`config.mk`:
```
export PLATFORM = sky130hd
export DESIGN_NAME = pio_bank
export DESIGN_NICKNAME = d
export VERILOG_FILES = /design/src/rtl/pio_bank_pkg.sv /design/src/rtl/pio_debounce.sv /design/src/rtl/pio_bank.sv
export SDC_FILE = /design/constraint.sdc
export NUM_CORES = 1
export LEC_CHECK = 0
export CORE_MARGIN = 2
export CORE_UTILIZATION = 40
export DETAILED_ROUTE_END_ITERATION = 12
export PLACE_DENSITY = 0.66
export SLEW_MARGIN = 0
export SYNTH_ARGS = -nofsm -noshare
export SYNTH_HDL_FRONTEND = slang
export SYNTH_HIERARCHICAL = 1
export SYNTH_SLANG_ARGS = --single-unit
export TNS_END_PERCENT = 5
```
`constraint.sdc`:
```
create_clock -name clk -period 1.25 [get_ports clk]
set_input_delay 0.25 -clock clk [delete_from_list [all_inputs] [get_ports clk]]
set_output_delay 0.25 -clock clk [all_outputs]
set_load 0.02 [all_outputs]
```
`src/rtl/pio_bank_pkg.sv`:
```
// Shared definitions for the pio_bank parallel-I/O peripheral: register map
// and edge-select encoding.
package pio_bank_pkg;

  localparam logic [2:0] ADDR_DATA_IN  = 3'd0;
  localparam logic [2:0] ADDR_DATA_OUT = 3'd1;
  localparam logic [2:0] ADDR_SET      = 3'd2;
  localparam logic [2:0] ADDR_CLR      = 3'd3;
  localparam logic [2:0] ADDR_IRQ_MASK = 3'd4;
  localparam logic [2:0] ADDR_EDGE_CAP = 3'd5;
  localparam logic [2:0] ADDR_EDGE_SEL = 3'd6;
  localparam logic [2:0] ADDR_RSVD     = 3'd7;

  typedef enum logic {
    EDGE_RISE = 1'b0,
    EDGE_FALL = 1'b1
  } edge_sel_e;

  // True when the transition prev -> cur matches the selected polarity.
  function automatic logic edge_hit(edge_sel_e sel, logic cur, logic prev);
    return (sel == EDGE_FALL) ? (prev & ~cur) : (cur & ~prev);
  endfunction

endpackage

```
`src/rtl/pio_debounce.sv`:
```
// Single-bit debouncer: q follows d only after d has differed from q for
// DEB_CYCLES consecutive clocks; any return to q restarts the count.
module pio_debounce #(
  parameter int DEB_CYCLES = 50000
) (
  input  logic clk,
  input  logic reset,
  input  logic d,
  output logic q
);

  localparam int CW = $clog2(DEB_CYCLES + 1);
  localparam logic [CW-1:0] CNT_LAST = CW'(DEB_CYCLES - 1);

  logic [CW-1:0] cnt;

  always_ff @(posedge clk) begin
    if (reset) begin
      q   <= 1'b0;
      cnt <= '0;
    end else if (d == q) begin
      cnt <= '0;
    end else if (cnt == CNT_LAST) begin
      q   <= d;
      cnt <= '0;
    end else begin
      cnt <= cnt + 1'b1;
    end
  end

endmodule

```
`src/rtl/pio_bank.sv`:
```
// Avalon-MM parallel-I/O bank with edge capture, interrupt mask and
// set/clear outputs. Define PIO_BANK_DEBOUNCE_EN to add per-bit debouncing.
module pio_bank
  import pio_bank_pkg::*;
#(
  parameter int               IN_W       = 16,
  parameter int               OUT_W      = 32,
  parameter logic [OUT_W-1:0] OUT_RESET  = '0,
  parameter int               DEB_CYCLES = 50000
) (
  input  logic             clk,
  input  logic             reset,
  input  logic [2:0]       address,
  input  logic             read,
  input  logic             write,
  input  logic [31:0]      writedata,
  output logic [31:0]      readdata,
  output logic             irq,
  input  logic [IN_W-1:0]  in_port,
  output logic [OUT_W-1:0] out_port
);

  logic [IN_W-1:0]  sync1, sync2, filt, prev;
  logic [IN_W-1:0]  irq_mask, edge_cap, edge_sel;
  logic [IN_W-1:0]  edge_now, cap_clr;
  logic [OUT_W-1:0] out_q;
  logic [31:0]      rd_mux;

`ifdef PIO_BANK_DEBOUNCE_EN
  for (genvar i = 0; i < IN_W; i++) begin : g_deb
    pio_debounce #(.DEB_CYCLES(DEB_CYCLES)) u_deb (
      .clk   (clk),
      .reset (reset),
      .d     (sync2[i]),
      .q     (filt[i])
    );
  end
`else
  assign filt = sync2;
`endif

  // Upper writedata bits are ignored for narrow registers; the count is
  // unused when debouncing is compiled out.
  logic unused_ok;
  assign unused_ok = ^{writedata, DEB_CYCLES};

  always_comb begin
    edge_now = '0;
    for (int i = 0; i < IN_W; i++)
      edge_now[i] = edge_hit(edge_sel_e'(edge_sel[i]), filt[i], prev[i]);
    cap_clr = (write && address == ADDR_EDGE_CAP) ? writedata[IN_W-1:0] : '0;
  end

  // DATA_IN returns the registered filtered value so it moves together
  // with EDGE_CAP. Read mux sees pre-write state, so read+write returns old data.
  always_comb begin
    rd_mux = '0;
    case (address)
      ADDR_DATA_IN:  rd_mux[IN_W-1:0]  = prev;
      ADDR_DATA_OUT: rd_mux[OUT_W-1:0] = out_q;
      ADDR_IRQ_MASK: rd_mux[IN_W-1:0]  = irq_mask;
      ADDR_EDGE_CAP: rd_mux[IN_W-1:0]  = edge_cap;
      ADDR_EDGE_SEL: rd_mux[IN_W-1:0]  = edge_sel;
      default:       rd_mux = '0;
    endcase
  end

  // NOTE: all state uses non-blocking assignments so every register samples
  // the pre-edge value of its neighbours, regardless of statement order.
  always_ff @(posedge clk) begin
    if (reset) begin
      sync1    <= '0;
      sync2    <= '0;
      prev     <= '0;
      out_q    <= OUT_RESET;
      irq_mask <= '0;
      edge_cap <= '0;
      edge_sel <= '0;
      irq      <= 1'b0;
      readdata <= '0;
    end else begin
      sync1    <= in_port;
      sync2    <= sync1;
      prev     <= filt;
      // A fresh edge overrides a simultaneous write-1-to-clear.
      edge_cap <= (edge_cap & ~cap_clr) | edge_now;
      irq      <= |(edge_cap & irq_mask);
      if (read) readdata <= rd_mux;
      if (write) begin
        case (address)
          ADDR_DATA_OUT: out_q    <= writedata[OUT_W-1:0];
          ADDR_SET:      out_q    <= out_q | writedata[OUT_W-1:0];
          ADDR_CLR:      out_q    <= out_q & ~writedata[OUT_W-1:0];
          ADDR_IRQ_MASK: irq_mask <= writedata[IN_W-1:0];
          ADDR_EDGE_SEL: edge_sel <= writedata[IN_W-1:0];
          default: ;
        endcase
      end
    end
  end

  assign out_port = out_q;

endmodule

```
==> impl_metrics.env, run 1 <==
export IMPL_nNetsFinal=987
export IMPL_dr_pass1_iters=5
export IMPL_port_buffers=119
export IMPL_grt_pass1_vias=5208
export IMPL_core_area_sq_um=15800
export IMPL_reg2reg_from="edge_cap[8]"
export IMPL_finalMaxSlewViolations=0
export IMPL_r2r_end="irq"
export IMPL_insertion_delay_ps=430
export IMPL_start_util=0.406
export IMPL_path_cells="a22o_1 -> a221oi_2 -> and3_1 -> a31oi_1"
export IMPL_cts_max_path_buffers=2
export IMPL_p_seq_frac=0.462
export IMPL_drc=0
export IMPL_setup_violations=0
export IMPL_hp_start="reset"
export IMPL_cts_sinks=161
export IMPL_syn_cell_area_sq_um=6410
export IMPL_min_to="readdata[25]"
export IMPL_fin_crit_sh=0.998
export IMPL_intPower_mw=8.94
export IMPL_ir_drop_mv=0.956
export IMPL_hold_slack_ps=297
export IMPL_vias=5719
export IMPL_syn_num_nets=789
export IMPL_drt_iter0_drc=430
export IMPL_stdcell_count=1160
export IMPL_pin_count=120
export IMPL_holdCritPathClass="input pin to flop"
export IMPL_holdPathStages=3
export IMPL_wl_per_cell_um=16.0
export IMPL_cp_max_fo=2
export IMPL_grt_ovfl_total=0
export IMPL_status="complete, no violations"
export IMPL_root_buffer="clkbuf_16"
export IMPL_rsz0062_at_grt="yes"
export IMPL_r2r_cells=4
export IMPL_wirelength_mm=18.5
export IMPL_maxClockFrequency_mhz=802
export IMPL_fp_dieH_um=131
export IMPL_antenna_found_initial=0
export IMPL_p_comb_frac=0.104
export IMPL_synthCells=734
export IMPL_ys_ff_latch=161
export IMPL_grtUsageTotal=0.222
export IMPL_cts_buffers=17
export IMPL_criticalPathCategory="flop to flop"
export IMPL_max_stage_delay_ps=330
export IMPL_num_fill_cells=1484
export IMPL_gp_congestion=0.828
export IMPL_crit_buf_inv=0
export IMPL_grt_max_degree=53
export IMPL_crit_slowest_cell="dfxtp_1"
export IMPL_yosysSeqAreaShare=0.503
export IMPL_final_cell_mix="160 x nand2_1, 157 x dfxtp_1, 103 x buf_4, 65 x a21oi_1, 65 x nor2b_1"
export IMPL_final_antenna_net_count=0
export IMPL_post_route_util=0.568
export IMPL_p_leak_nw=3.85
export IMPL_dp_cells=1121
export IMPL_dp_final_hpwl_mm=12.7
export IMPL_power_density_nw_per_um2=1310
export IMPL_start_kind="flop"
export IMPL_fin_crit_ps=1250
export IMPL_clkTransAtPathRegs_ps=60
export IMPL_hold_viol_final=0
export IMPL_placementRows=46
export IMPL_viasPerCell=4.93
export IMPL_critPathRequiredTime_ps=1540
export IMPL_insertedDiodeCount=0
export IMPL_synth_warnings=6
export IMPL_arrival_ps=1530
export IMPL_worst_slew_pin_slew_ps=268
export IMPL_skew_ps=6.58
export IMPL_layout_commonest_cell="nand2_1"
export IMPL_grt_pass1_wl_mm=28.8
export IMPL_finalPower_mw=11.7
export IMPL_p_sw_mw=2.77
export IMPL_max_slew_margin=0.816
export IMPL_dieArea_sq_um=17100
export IMPL_switching_share=0.237
export IMPL_area_delta_synth_final_pct=39.7
export IMPL_drive_above_1_share=0.245
export IMPL_yosysUniqueCellTypes=33
export IMPL_rrSetupSlack_ps=3
export IMPL_dpl_cell_area_sq_um=8470
export IMPL_cp_top_family="compound AO/OA/AOI/OAI gates"
export IMPL_final_area_sq_um=8950
export IMPL_htree_levels=4
export IMPL_die_w_um=131
export IMPL_cp_end_kind="flop"
export IMPL_p_clk_frac=0.434
export IMPL_syn_avg_cell_area_sq_um=8.73
export IMPL_cts_tree="done"
export IMPL_drv_cap=0
## what timing repair did
| item | in CTS | in global routing |
|---|---|---|
| endpoints found under the setup margin | 178 | 75 |
| hold buffers | 0 | 0 |
| buffers inserted | 5 | 0 |
| pin swaps | 3 | 3 |
| resized for setup | 288 | 24 |
| cloned | 3 | 0 |
## kinds of logic after synthesis
family	synth area share
compound gates	0.119
buf+inv	0.0363
flops	0.503
mux	0.0968
simple gates	0.245
## layer usage
layer | GRT usage | vias up | wire, um
met5 | 0 | - | 0
met4 | 0.0732 | 0 | 323
met3 | 0.0379 | 23 | 865
met2 | 0.343 | 155 | 8600
met1 | 0.317 | 2691 | 8740
li1 | - | 2850 | -
## worst max-delay path by stage
stage / from / end / slack [ps] / cells after the start
after CTS: readdata[3] / readdata[3] / -70 / 1
after floorplan: address[1] / readdata[21] / -60 / 7
after detailed placement: address[1] / edge_cap[13] / -700 / 7
final: edge_cap[8] / irq / 3 / 4
after global routing: address[0] / out_port[27] / -60 / 8
after global placement: address[0] / readdata[4] / -680 / 6
## worst reg2reg max path, cell delays in order, from the launching register on
cell,delay (ps)
dfxtp_1,330
a22o_1,240
a221oi_2,240
and3_1,200
a31oi_1,100
## synthesized netlist by cell type
library cell / number / area [sq um]
nor3b_4: 2 / 37.5
and3_1: 2 / 12.5
buf_2: 15 / 75.1
dfxtp_1: 161 / 3220
o21bai_1: 1 / 7.51
buf_4: 7 / 52.6
and2_1: 12 / 75.1
clkbuf_1: 24 / 90.1
a211o_1: 1 / 8.76
nand2_1: 160 / 601
nor2b_1: 66 / 413
a21oi_1: 66 / 330
inv_1: 1 / 3.75
and4b_1: 1 / 10.0
o21ai_1: 10 / 50.1
nor3b_1: 1 / 7.51
o21ai_0: 5 / 25.0
nor2_1: 65 / 244
and3b_1: 1 / 8.76
buf_6: 1 / 11.3
nand2b_1: 18 / 113
and2_0: 4 / 25.0
nand3_1: 2 / 10.0
a221oi_1: 19 / 166
a22o_1: 3 / 26.3
o22ai_1: 15 / 93.8
a22oi_1: 2 / 15.0
a21boi_2: 1 / 11.3
mux2i_1: 62 / 621
or2_1: 1 / 6.26
nand3b_1: 1 / 7.51
a21bo_1: 1 / 10.0
a31oi_1: 3 / 18.8
## registers in the layout (all words and copies together) (netlist names)
signal / flops
sync1: 16
edge_cap: 16
irq_mask: 16
prev: 16
readdata: 32
irq: 1
filt: 16
out_port: 32
edge_sel: 16
## power groups by stage
stage | Sequential (mW) | Combinational, mW | Clock, mW
global placement | 5.52 | 1.18 | 0
floorplan | 5.55 | 0.485 | 0
CTS | 5.41 | 1.21 | 5.15
global route | 5.43 | 1.30 | 5.39
finish | 5.41 | 1.22 | 5.09
detailed placement | 5.52 | 1.19 | 0
## metrics by stage
step,TNS (ps),setup slack [ps]
global route,-306,-60.8
detailed placement,-67310,-704
CTS,-93.2,-67.7
floorplan,-2680,-63.3
finish,0,3.02
global placement,-66580,-678
## final cells by class
type | count | area [sq um] | area share
Sequential cell | 161 | 3230 | 0.360
Clock buffer | 21 | 460 | 0.0514
Timing Repair Buffer | 226 | 1820 | 0.203
Inverter | 1 | 3.75 | 0.000419
Clock inverter | 10 | 110 | 0.0123
Tap cell | 216 | 270 | 0.0302
Multi-Input combinational cell | 525 | 3060 | 0.342
No activity file was read; power rests on OpenSTA's default activity.
==> run 2: changes to the inputs <==
ABC_CLOCK_PERIOD_IN_PS = 1380   (was default)
CTS_CLUSTER_SIZE = 40   (was default)
PLACE_DENSITY = default   (was 0.66)
clock period = 1.38 ns   (was 1.25 ns; I/O delays follow)
==> impl_metrics.env, run 2 (synthesized netlist as in run 1, its figures left out) <==
export IMPL_insertedDiodeCount=0
export IMPL_cts_tree="done"
export IMPL_dp_final_hpwl_mm=12.5
export IMPL_cts_buffers=17
export IMPL_r2r_end="irq"
export IMPL_vias=5562
export IMPL_finalPower_mw=10.6
export IMPL_drc=0
export IMPL_antenna_found_initial=0
export IMPL_clkTransAtPathRegs_ps=60
export IMPL_holdPathStages=3
export IMPL_cp_top_family="flip-flops"
export IMPL_stdcell_count=1110
export IMPL_fin_crit_ps=1340
export IMPL_layout_commonest_cell="dfxtp_1"
export IMPL_hold_viol_final=0
export IMPL_gp_congestion=0.816
export IMPL_wirelength_mm=18.1
export IMPL_rrSetupSlack_ps=110
export IMPL_min_to="prev[0]"
export IMPL_pin_count=120
export IMPL_dp_cells=1078
export IMPL_grt_pass1_wl_mm=27.6
export IMPL_status="complete, no violations"
export IMPL_crit_buf_inv=1
export IMPL_cp_end_kind="output port"
export IMPL_post_cts_buffers=0
export IMPL_cp_max_fo=3
export IMPL_final_antenna_net_count=0
export IMPL_grt_ovfl_total=0
export IMPL_worst_slew_pin_slew_ps=339
export IMPL_p_leak_nw=3.55
export IMPL_finalMaxSlewViolations=0
export IMPL_holdCritPathClass="input pin to flop"
export IMPL_final_cell_mix="161 x dfxtp_1, 160 x nand2_1, 65 x nor2_1, 65 x a21oi_1, 65 x nor2b_1"
export IMPL_place_ws_ps=-625
export IMPL_wl_per_cell_um=16.3
export IMPL_viasPerCell=5.01
export IMPL_drv_cap=0
export IMPL_max_slew_margin=0.774
export IMPL_critPathRequiredTime_ps=1100
export IMPL_max_stage_delay_ps=370
export IMPL_grt_max_degree=62
export IMPL_start_kind="flop"
export IMPL_power_density_nw_per_um2=1230
export IMPL_setup_violations=0
export IMPL_fp_dieH_um=131
export IMPL_final_area_sq_um=8630
export IMPL_nNetsFinal=936
export IMPL_port_buffers=119
export IMPL_start_util=0.406
export IMPL_reg2reg_from="edge_cap[8]"
export IMPL_hp_start="reset"
export IMPL_cts_max_path_buffers=2
export IMPL_drt_iter0_drc=338
export IMPL_maxClockFrequency_mhz=748
export IMPL_root_buffer="clkbuf_16"
export IMPL_grt_pass1_vias=5228
export IMPL_ir_drop_mv=0.841
export IMPL_htree_levels=4
export IMPL_area_delta_synth_final_pct=34.6
export IMPL_crit_slowest_cell="dfxtp_1"
export IMPL_fin_ws_ps=42.4
export IMPL_skew_ps=9.08
export IMPL_r2r_cells=4
export IMPL_drive_above_1_share=0.176
export IMPL_die_w_um=131
export IMPL_insertion_delay_ps=420
export IMPL_rsz0062_at_grt="no"
export IMPL_dr_pass1_iters=4
export IMPL_core_area_sq_um=15800
export IMPL_criticalPathCategory="flop to output port"
export IMPL_dieArea_sq_um=17100
export IMPL_arrival_ps=1060
export IMPL_dpl_cell_area_sq_um=8160
export IMPL_placementRows=46
export IMPL_fin_crit_sh=0.969
export IMPL_cts_sinks=161
export IMPL_path_cells="clkdlybuf4s15_2"
export IMPL_grtUsageTotal=0.212
[run 2: what timing repair did]
action	4_1_cts	5_1_grt
hold buffers	0	0
cloned	0	0
pin swaps	0	1
setup endpoints to repair	178	63
hold endpoints to repair	0	0
resized for setup	149	66
[run 2: final cells by class]
class	instances	area, sq um
clock buffer	19	453
clock inverter	13	148
fill	1486	7140
inverter	1	3.75
multi-input combinational	525	3010
sequential	161	3220
tap	216	270
timing repair buffer	175	1520
[run 2: stage by stage]
| step | setup TNS (ps) | utilization | hold WS [ps] |
|---|---|---|---|
| 6_report | 0 | 0.547 | 356 |
| 3_5_place_dp | -62540 | 0.518 | 420 |
| 2_1_floorplan | 0 | - | 404 |
| 5_1_grt | 0 | 0.547 | 347 |
| 4_1_cts | 0 | 0.557 | 341 |
| 3_3_place_gp | -58600 | 0.518 | 418 |
[run 2: worst max path at each step]
stage	endpoint	slack (ps)	cells after the start	from
5_1_grt	out_port[29]	0.9	1	out_port[29]
4_1_cts	out_port[1]	0.2	1	out_port[1]
3_5_place_dp	readdata[4]	-630	5	address[2]
3_3_place_gp	readdata[13]	-630	5	address[0]
2_1_floorplan	edge_cap[0]	10	7	address[2]
6_report	out_port[8]	40	1	out_port[8]
[run 2: layer usage]
metal / vias to the layer above / wire [um] / part of all wire / GRT usage
met5: - / 0 / 0 / 0
met4: 0 / 255 / 0.014 / 0.0670
met3: 16 / 866 / 0.048 / 0.0456
met2: 151 / 8630 / 0.48 / 0.344
met1: 2634 / 8360 / 0.46 / 0.283
li1: 2761 / - / - / -
[run 2: report_power, final]
group | switching [mW] | internal (mW)
sequential | 0.115 | 4.79
clock | 1.96 | 2.80
combinational | 0.497 | 0.481
[run 2: tightest hold or removal path, cell delays in order]
cell	delay, ps
buf_4	150
buf_12	190
nor2b_1	120
